### config.mk
export PLATFORM = sky130hd
export DESIGN_NAME = abro_input_conditioner_flat
export DESIGN_NICKNAME = d
export VERILOG_FILES = /design/src/rtl/abro_pkg.sv /design/src/rtl/abro_input_conditioner_if.sv /design/src/rtl/abro_debounce_channel.sv /design/src/rtl/abro_input_conditioner.sv /design/src/flat_wrapper.sv
export SDC_FILE = /design/constraint.sdc
export NUM_CORES = 1
export LEC_CHECK = 0
export CAP_MARGIN = 20
export CORE_MARGIN = 2
export CORE_UTILIZATION = 38
export CTS_CLUSTER_SIZE = 20
export DETAILED_ROUTE_END_ITERATION = 12
export MAX_ROUTING_LAYER = met4
export PLACE_DENSITY = 0.69
export SYNTH_ARGS = -nofsm -noshare
export SYNTH_HDL_FRONTEND = slang
export SYNTH_SLANG_ARGS = --single-unit
### constraint.sdc
create_clock -name clk -period 1.13 [get_ports clk]
set_input_delay 0.1695 -clock clk [delete_from_list [all_inputs] [get_ports clk]]
set_output_delay 0.1695 -clock clk [all_outputs]
set_load 0.01 [all_outputs]
### src/rtl/abro_pkg.sv
// Shared definitions for the ABRO front end and the state-machine wrapper.
package abro_pkg;

  localparam int ABRO_DEBOUNCE_DEFAULT = 4;

  typedef struct packed {
    logic a;
    logic b;
    logic r;
  } abro_evt_t;

endpackage

### src/rtl/abro_input_conditioner_if.sv
// Raw pad inputs in; debounced levels and single-cycle rise pulses out.
// master: drives the raw inputs (pads/bench); slave: the conditioner.
interface abro_input_conditioner_if;

  logic a_raw;
  logic b_raw;
  logic r_raw;
  logic a_level;
  logic b_level;
  logic r_level;
  logic a_pulse;
  logic b_pulse;
  logic r_pulse;

  modport master (
    output a_raw, b_raw, r_raw,
    input  a_level, b_level, r_level, a_pulse, b_pulse, r_pulse
  );

  modport slave (
    input  a_raw, b_raw, r_raw,
    output a_level, b_level, r_level, a_pulse, b_pulse, r_pulse
  );

endinterface

### src/rtl/abro_debounce_channel.sv
// One input channel: 2-flop synchroniser, saturating debounce counter,
// debounced level and a registered pulse on each accepted 0->1 change.
module abro_debounce_channel
  import abro_pkg::*;
#(
  parameter int DEBOUNCE_CYCLES = ABRO_DEBOUNCE_DEFAULT
) (
  input  logic clk,
  input  logic reset,
  input  logic raw,
  output logic level,
  output logic rise_pulse
);

  localparam int CNT_W = $clog2(DEBOUNCE_CYCLES);
  localparam logic [CNT_W-1:0] CNT_MAX = CNT_W'(DEBOUNCE_CYCLES - 1);

  logic             s1_q, s2_q;
  logic             lvl_q, lvl_d;
  logic             p_q, p_d;
  logic [CNT_W-1:0] cnt_q, cnt_d;

  // Any return of s2 to the current level restarts the qualification window.
  always_comb begin
    lvl_d = lvl_q;
    cnt_d = cnt_q;
    p_d   = 1'b0;
    if (s2_q == lvl_q) begin
      cnt_d = '0;
    end else if (cnt_q == CNT_MAX) begin
      lvl_d = s2_q;
      cnt_d = '0;
      p_d   = s2_q;
    end else begin
      cnt_d = cnt_q + CNT_W'(1);
    end
  end

  always_ff @(posedge clk) begin
    if (reset) begin
      s1_q  <= 1'b0;
      s2_q  <= 1'b0;
      lvl_q <= 1'b0;
      cnt_q <= '0;
      p_q   <= 1'b0;
    end else begin
      s1_q  <= raw;
      s2_q  <= s1_q;
      lvl_q <= lvl_d;
      cnt_q <= cnt_d;
      p_q   <= p_d;
    end
  end

  assign level      = lvl_q;
  assign rise_pulse = p_q;

endmodule

### src/rtl/abro_input_conditioner.sv
// Three debounced channels feeding the ABRO FSM; restart masks A/B events
// while it is held or firing, so those events are dropped rather than queued.
module abro_input_conditioner
  import abro_pkg::*;
#(
  parameter int DEBOUNCE_CYCLES = ABRO_DEBOUNCE_DEFAULT
) (
  input logic                     clk,
  input logic                     reset,
  abro_input_conditioner_if.slave bus
);

  abro_evt_t lvl;
  abro_evt_t rise;

  abro_debounce_channel #(.DEBOUNCE_CYCLES(DEBOUNCE_CYCLES)) u_a (
    .clk        (clk),
    .reset      (reset),
    .raw        (bus.a_raw),
    .level      (lvl.a),
    .rise_pulse (rise.a)
  );

  abro_debounce_channel #(.DEBOUNCE_CYCLES(DEBOUNCE_CYCLES)) u_b (
    .clk        (clk),
    .reset      (reset),
    .raw        (bus.b_raw),
    .level      (lvl.b),
    .rise_pulse (rise.b)
  );

  abro_debounce_channel #(.DEBOUNCE_CYCLES(DEBOUNCE_CYCLES)) u_r (
    .clk        (clk),
    .reset      (reset),
    .raw        (bus.r_raw),
    .level      (lvl.r),
    .rise_pulse (rise.r)
  );

  assign bus.a_level = lvl.a;
  assign bus.b_level = lvl.b;
  assign bus.r_level = lvl.r;
  assign bus.a_pulse = rise.a & ~lvl.r & ~rise.r;
  assign bus.b_pulse = rise.b & ~lvl.r & ~rise.r;
  assign bus.r_pulse = rise.r;

endmodule

### src/flat_wrapper.sv
// flat-port wrapper written by rule: the top's interface ports become plain ports
module abro_input_conditioner_flat import abro_pkg::*;
#(
  parameter int DEBOUNCE_CYCLES = ABRO_DEBOUNCE_DEFAULT
)
  (clk, reset, bus_a_raw, bus_b_raw, bus_r_raw, bus_a_level, bus_b_level, bus_r_level, bus_a_pulse, bus_b_pulse, bus_r_pulse);
  abro_input_conditioner_if bus_i ();
  input logic clk;
  input logic reset;
  input wire logic [$bits(bus_i.a_raw)-1:0] bus_a_raw;
  input wire logic [$bits(bus_i.b_raw)-1:0] bus_b_raw;
  input wire logic [$bits(bus_i.r_raw)-1:0] bus_r_raw;
  output wire logic [$bits(bus_i.a_level)-1:0] bus_a_level;
  output wire logic [$bits(bus_i.b_level)-1:0] bus_b_level;
  output wire logic [$bits(bus_i.r_level)-1:0] bus_r_level;
  output wire logic [$bits(bus_i.a_pulse)-1:0] bus_a_pulse;
  output wire logic [$bits(bus_i.b_pulse)-1:0] bus_b_pulse;
  output wire logic [$bits(bus_i.r_pulse)-1:0] bus_r_pulse;
  assign bus_i.a_raw = bus_a_raw;
  assign bus_i.b_raw = bus_b_raw;
  assign bus_i.r_raw = bus_r_raw;
  assign bus_a_level = bus_i.a_level;
  assign bus_b_level = bus_i.b_level;
  assign bus_r_level = bus_i.r_level;
  assign bus_a_pulse = bus_i.a_pulse;
  assign bus_b_pulse = bus_i.b_pulse;
  assign bus_r_pulse = bus_i.r_pulse;
  abro_input_conditioner #(.DEBOUNCE_CYCLES(DEBOUNCE_CYCLES)) u_core (.clk(clk), .reset(reset), .bus(bus_i));
endmodule
==> impl_metrics.py <==
metrics = {
    "placed_design": {
        "io_buffers": 10,
        "place_inst": 80,
        "place.gp.congestion": 0.686,
        "postPlaceCellArea_um2": 796,
        "dp_hpwl_um": 649,
    },
    "clock_network": {
        "clk_pin_slew_ps": 100,
        "clockBufferDepth": 2,
        "cts_tree": "yes",
        "cts_buffers": 3,
        "clock_sinks": 18,
        "cts_root_buf": "clkbuf_4",
        "clock_latency_ps": 280,
        "htree_num_levels": 1,
        "hold_buffers": 0,
    },
    "power_and_ir_drop": {
        "intPower_w": 0.000876,
        "p_seq_frac": 0.606,
        "power_switching_w": 0.000203,
        "leakage_nw": 0.385,
        "switching_share": 0.188,
        "p_per_area_nw_per_um2": 1240,
        "clock_power_share": 0.348,
        "combPwrFrac": 0.046,
        "ir_worst_vdd_uv": 984,
    },
    "status": {
        "status": "complete, but fails checks",
        "violations": "setup timing",
    },
    "global_route": {
        "busiest_layer": "met2",
        "grt_remaining_overflow": 0,
        "grtUsageMet2": 0.154,
        "use_met1": 0.144,
        "grt_usage": 0.113,
        "grtUsageMet3": 0.0240,
        "grt_pass1_wl_um": 1560,
        "grt_max_degree": 11,
        "antenna_found_initial": 0,
        "grt_pass1_vias": 373,
    },
    "timing": {
        "max_freq_mhz": 833,
        "fin_ws_ps": -70.5,
        "min_period_ps": 1200,
        "final-max-slew-violation-count": 0,
        "skew_ps": 4.12,
        "worst_slew_pin_slew_ps": 226,
        "maxSlewHeadroom": 0.848,
        "finalHoldViolCount": 0,
        "period_share": 1.06,
        "timing.final.setup_violations": 1,
        "grt_setup_unrepaired": "true",
    },
    "yosys": {
        "syn-num-nets": 56,
        "syn_area_um2": 634,
        "synth_top_area_share": 0.568,
        "syn-instance-count": 48,
        "synth_top_family_by_area": "simple AND/OR/NAND/NOR gates",
        "yosys-top-cells-area": "dfxtp_1 (57%), nor4b_2 (7.1%), and2b_1 (5.9%)",
        "synth-seq-cells": 18,
        "synth_compound_area_frac": 0,
        "synthXorXnorAreaFrac": 0.0414,
        "ys_warn_count": 0,
        "syn_avg_cell_area_um2": 13.2,
        "synth.yosys.seq_area_share": 0.568,
        "synthMuxAreaShare": 0.0473,
        "yosys.area_share.simple": 0.266,
        "synthAdderAreaFrac": 0.0592,
        "yosys.area.top_type": "dfxtp_1",
        "yosysUniqueCellTypes": 13,
    },
    "job": {
        "maxCapViolCount": 0,
    },
    "min_path": {
        "min_from": "u_core.u_r.cnt_q[0]",
        "hp-class": "flop to flop",
        "min_delay_path_depth": 1,
        "min_to": "u_core.u_r.cnt_q[0]",
    },
    "cells_and_area": {
        "layout_commonest_cell": "dfxtp_1",
        "fin_nets": 80,
        "final_cell_mix": "dfxtp_1 (16), buf_4 (6), and2b_1 (5), buf_6 (5), clkdlybuf4s50_1 (4)",
        "fin_area_um2": 873,
        "fill_cells": 150,
        "drive_gt1_frac": 0.394,
        "diodes": 0,
        "syn_to_final_growth_pct": 37.7,
        "layout.cells.non_filler": 87,
    },
    "setup_path": {
        "ff2ff_path_depth": 5,
        "worstPathArrival_ps": 1030,
        "cp-startpoint": "u_core.u_r.rise_pulse",
        "crit_type": "flop to output pin",
        "start_kind": "flop",
        "endpoint_kind": "output pin",
        "rr_startpoint": "u_core.u_r.level",
        "cp.required_ps": 960,
        "path_max_fanout": 3,
        "reg2reg_to": "u_core.u_r.cnt_q[1]",
        "r2r_setup_slack_ps": 50,
    },
    "drt": {
        "dr.first_iter.drc_count": 0,
        "ant_nets": 0,
        "wirelength_um": 883,
        "routed_via_density": 4.76,
        "drc": 0,
        "vias": 414,
        "drt_pass1_iterations": 1,
        "wl_per_cell_um": 10.1,
    },
    "floorplanning": {
        "die_y_um": 44.9,
        "fp.coreArea_um2": 1540,
        "rows": 14,
        "dieWidth_um": 44.9,
        "io_pins": 11,
        "floorplan.initialDensity": 0.412,
        "fp.dieArea_um2": 2010,
    },
}
==> synth_stat cells (all sizes together) <==
cell type  number
dfxtp          18
and2b           5
ha              3
mux2i           3
nor2            3
nor4            3
nor4b           3
xnor2           3
and4bb          2
nor3b           2
buf             1
nor2b           1
nor4bb          1
==> how the worst max path moves through the flow <==
stage / to / cells past startpoint
6_report: bus_b_pulse / 3
5_1_grt: bus_b_pulse / 3
4_1_cts: bus_b_pulse / 3
3_5_place_dp: bus_a_pulse / 2
3_3_place_gp: bus_a_pulse / 2
2_1_floorplan: bus_a_pulse / 1
==> worst max-delay path: stages (launching register included) <==
cell and delay (ps):
dfxtp_2 350, buf_6 110, nor3b_2 150, buf_2 140
==> layer usage <==
metal / vias to the layer above / share of wire
met5: - / 0
met4: 0 / 0.010
met2: 7 / 0.45
met1: 188 / 0.49
met3: 2 / 0.046
li1: 217 / -
==> state kept, by name (all words and copies together) (netlist names) <==
name / count
u_core.u_a.cnt_q: 2
u_core.u_a.level: 1
u_core.u_a.rise_pulse: 1
u_core.u_a.s1_q: 1
u_core.u_a.s2_q: 1
u_core.u_b.cnt_q: 2
u_core.u_b.level: 1
u_core.u_b.rise_pulse: 1
u_core.u_b.s1_q: 1
u_core.u_b.s2_q: 1
u_core.u_r.cnt_q: 2
u_core.u_r.level: 1
u_core.u_r.rise_pulse: 1
u_core.u_r.s1_q: 1
u_core.u_r.s2_q: 1
==> power by group through the flow <==
stage          clock network [W]  registers, W   logic, W
2_1_floorplan                  0      0.000667  0.0000259
3_3_place_gp                   0      0.000668  0.0000485
3_5_place_dp                   0      0.000668  0.0000493
4_1_cts                 0.000394      0.000653  0.0000493
5_1_grt                 0.000423      0.000656  0.0000558
6_report                0.000376      0.000654  0.0000496
==> timing repair <==
action	4_1_cts	5_1_grt
cloned	0	0
pin swaps	0	1
setup buffers	3	0
endpoints found under the setup margin	6	5
endpoints found under the hold margin	0	0
gates resized for setup	25	3
==> through the flow <==
stage	utilization	hold slack [ps]	worst slack, ps	TNS [ps]	total power [W]
3_3_place_gp	0.516	415	-167	-384	0.000717
6_report	0.567	428	-70.5	-70.5	0.00108
3_5_place_dp	0.516	418	-177	-423	0.000718
4_1_cts	0.557	429	-90.6	-110	0.00110
2_1_floorplan	-	247	248	0	0.000693
5_1_grt	0.567	454	-149	-236	0.00113
==> layout make-up <==
type / instances / area (um2) / area share
multi-input combinational: 29 / 280 / 0.321
clock buffer: 4 / 36.3 / 0.0415
sequential: 18 / 363 / 0.415
timing repair buffer: 20 / 174 / 0.199
tap: 16 / 20.0 / 0.0229
==> logic make-up after synthesis <==
logic type,count (synthesis)
xor gates and xnor gates,3
adders and majority gates,3
buffers and inverters,1
DFF,18
muxes,3
and+or+nand+nor,20
Power figures use the tool's default switching activity.
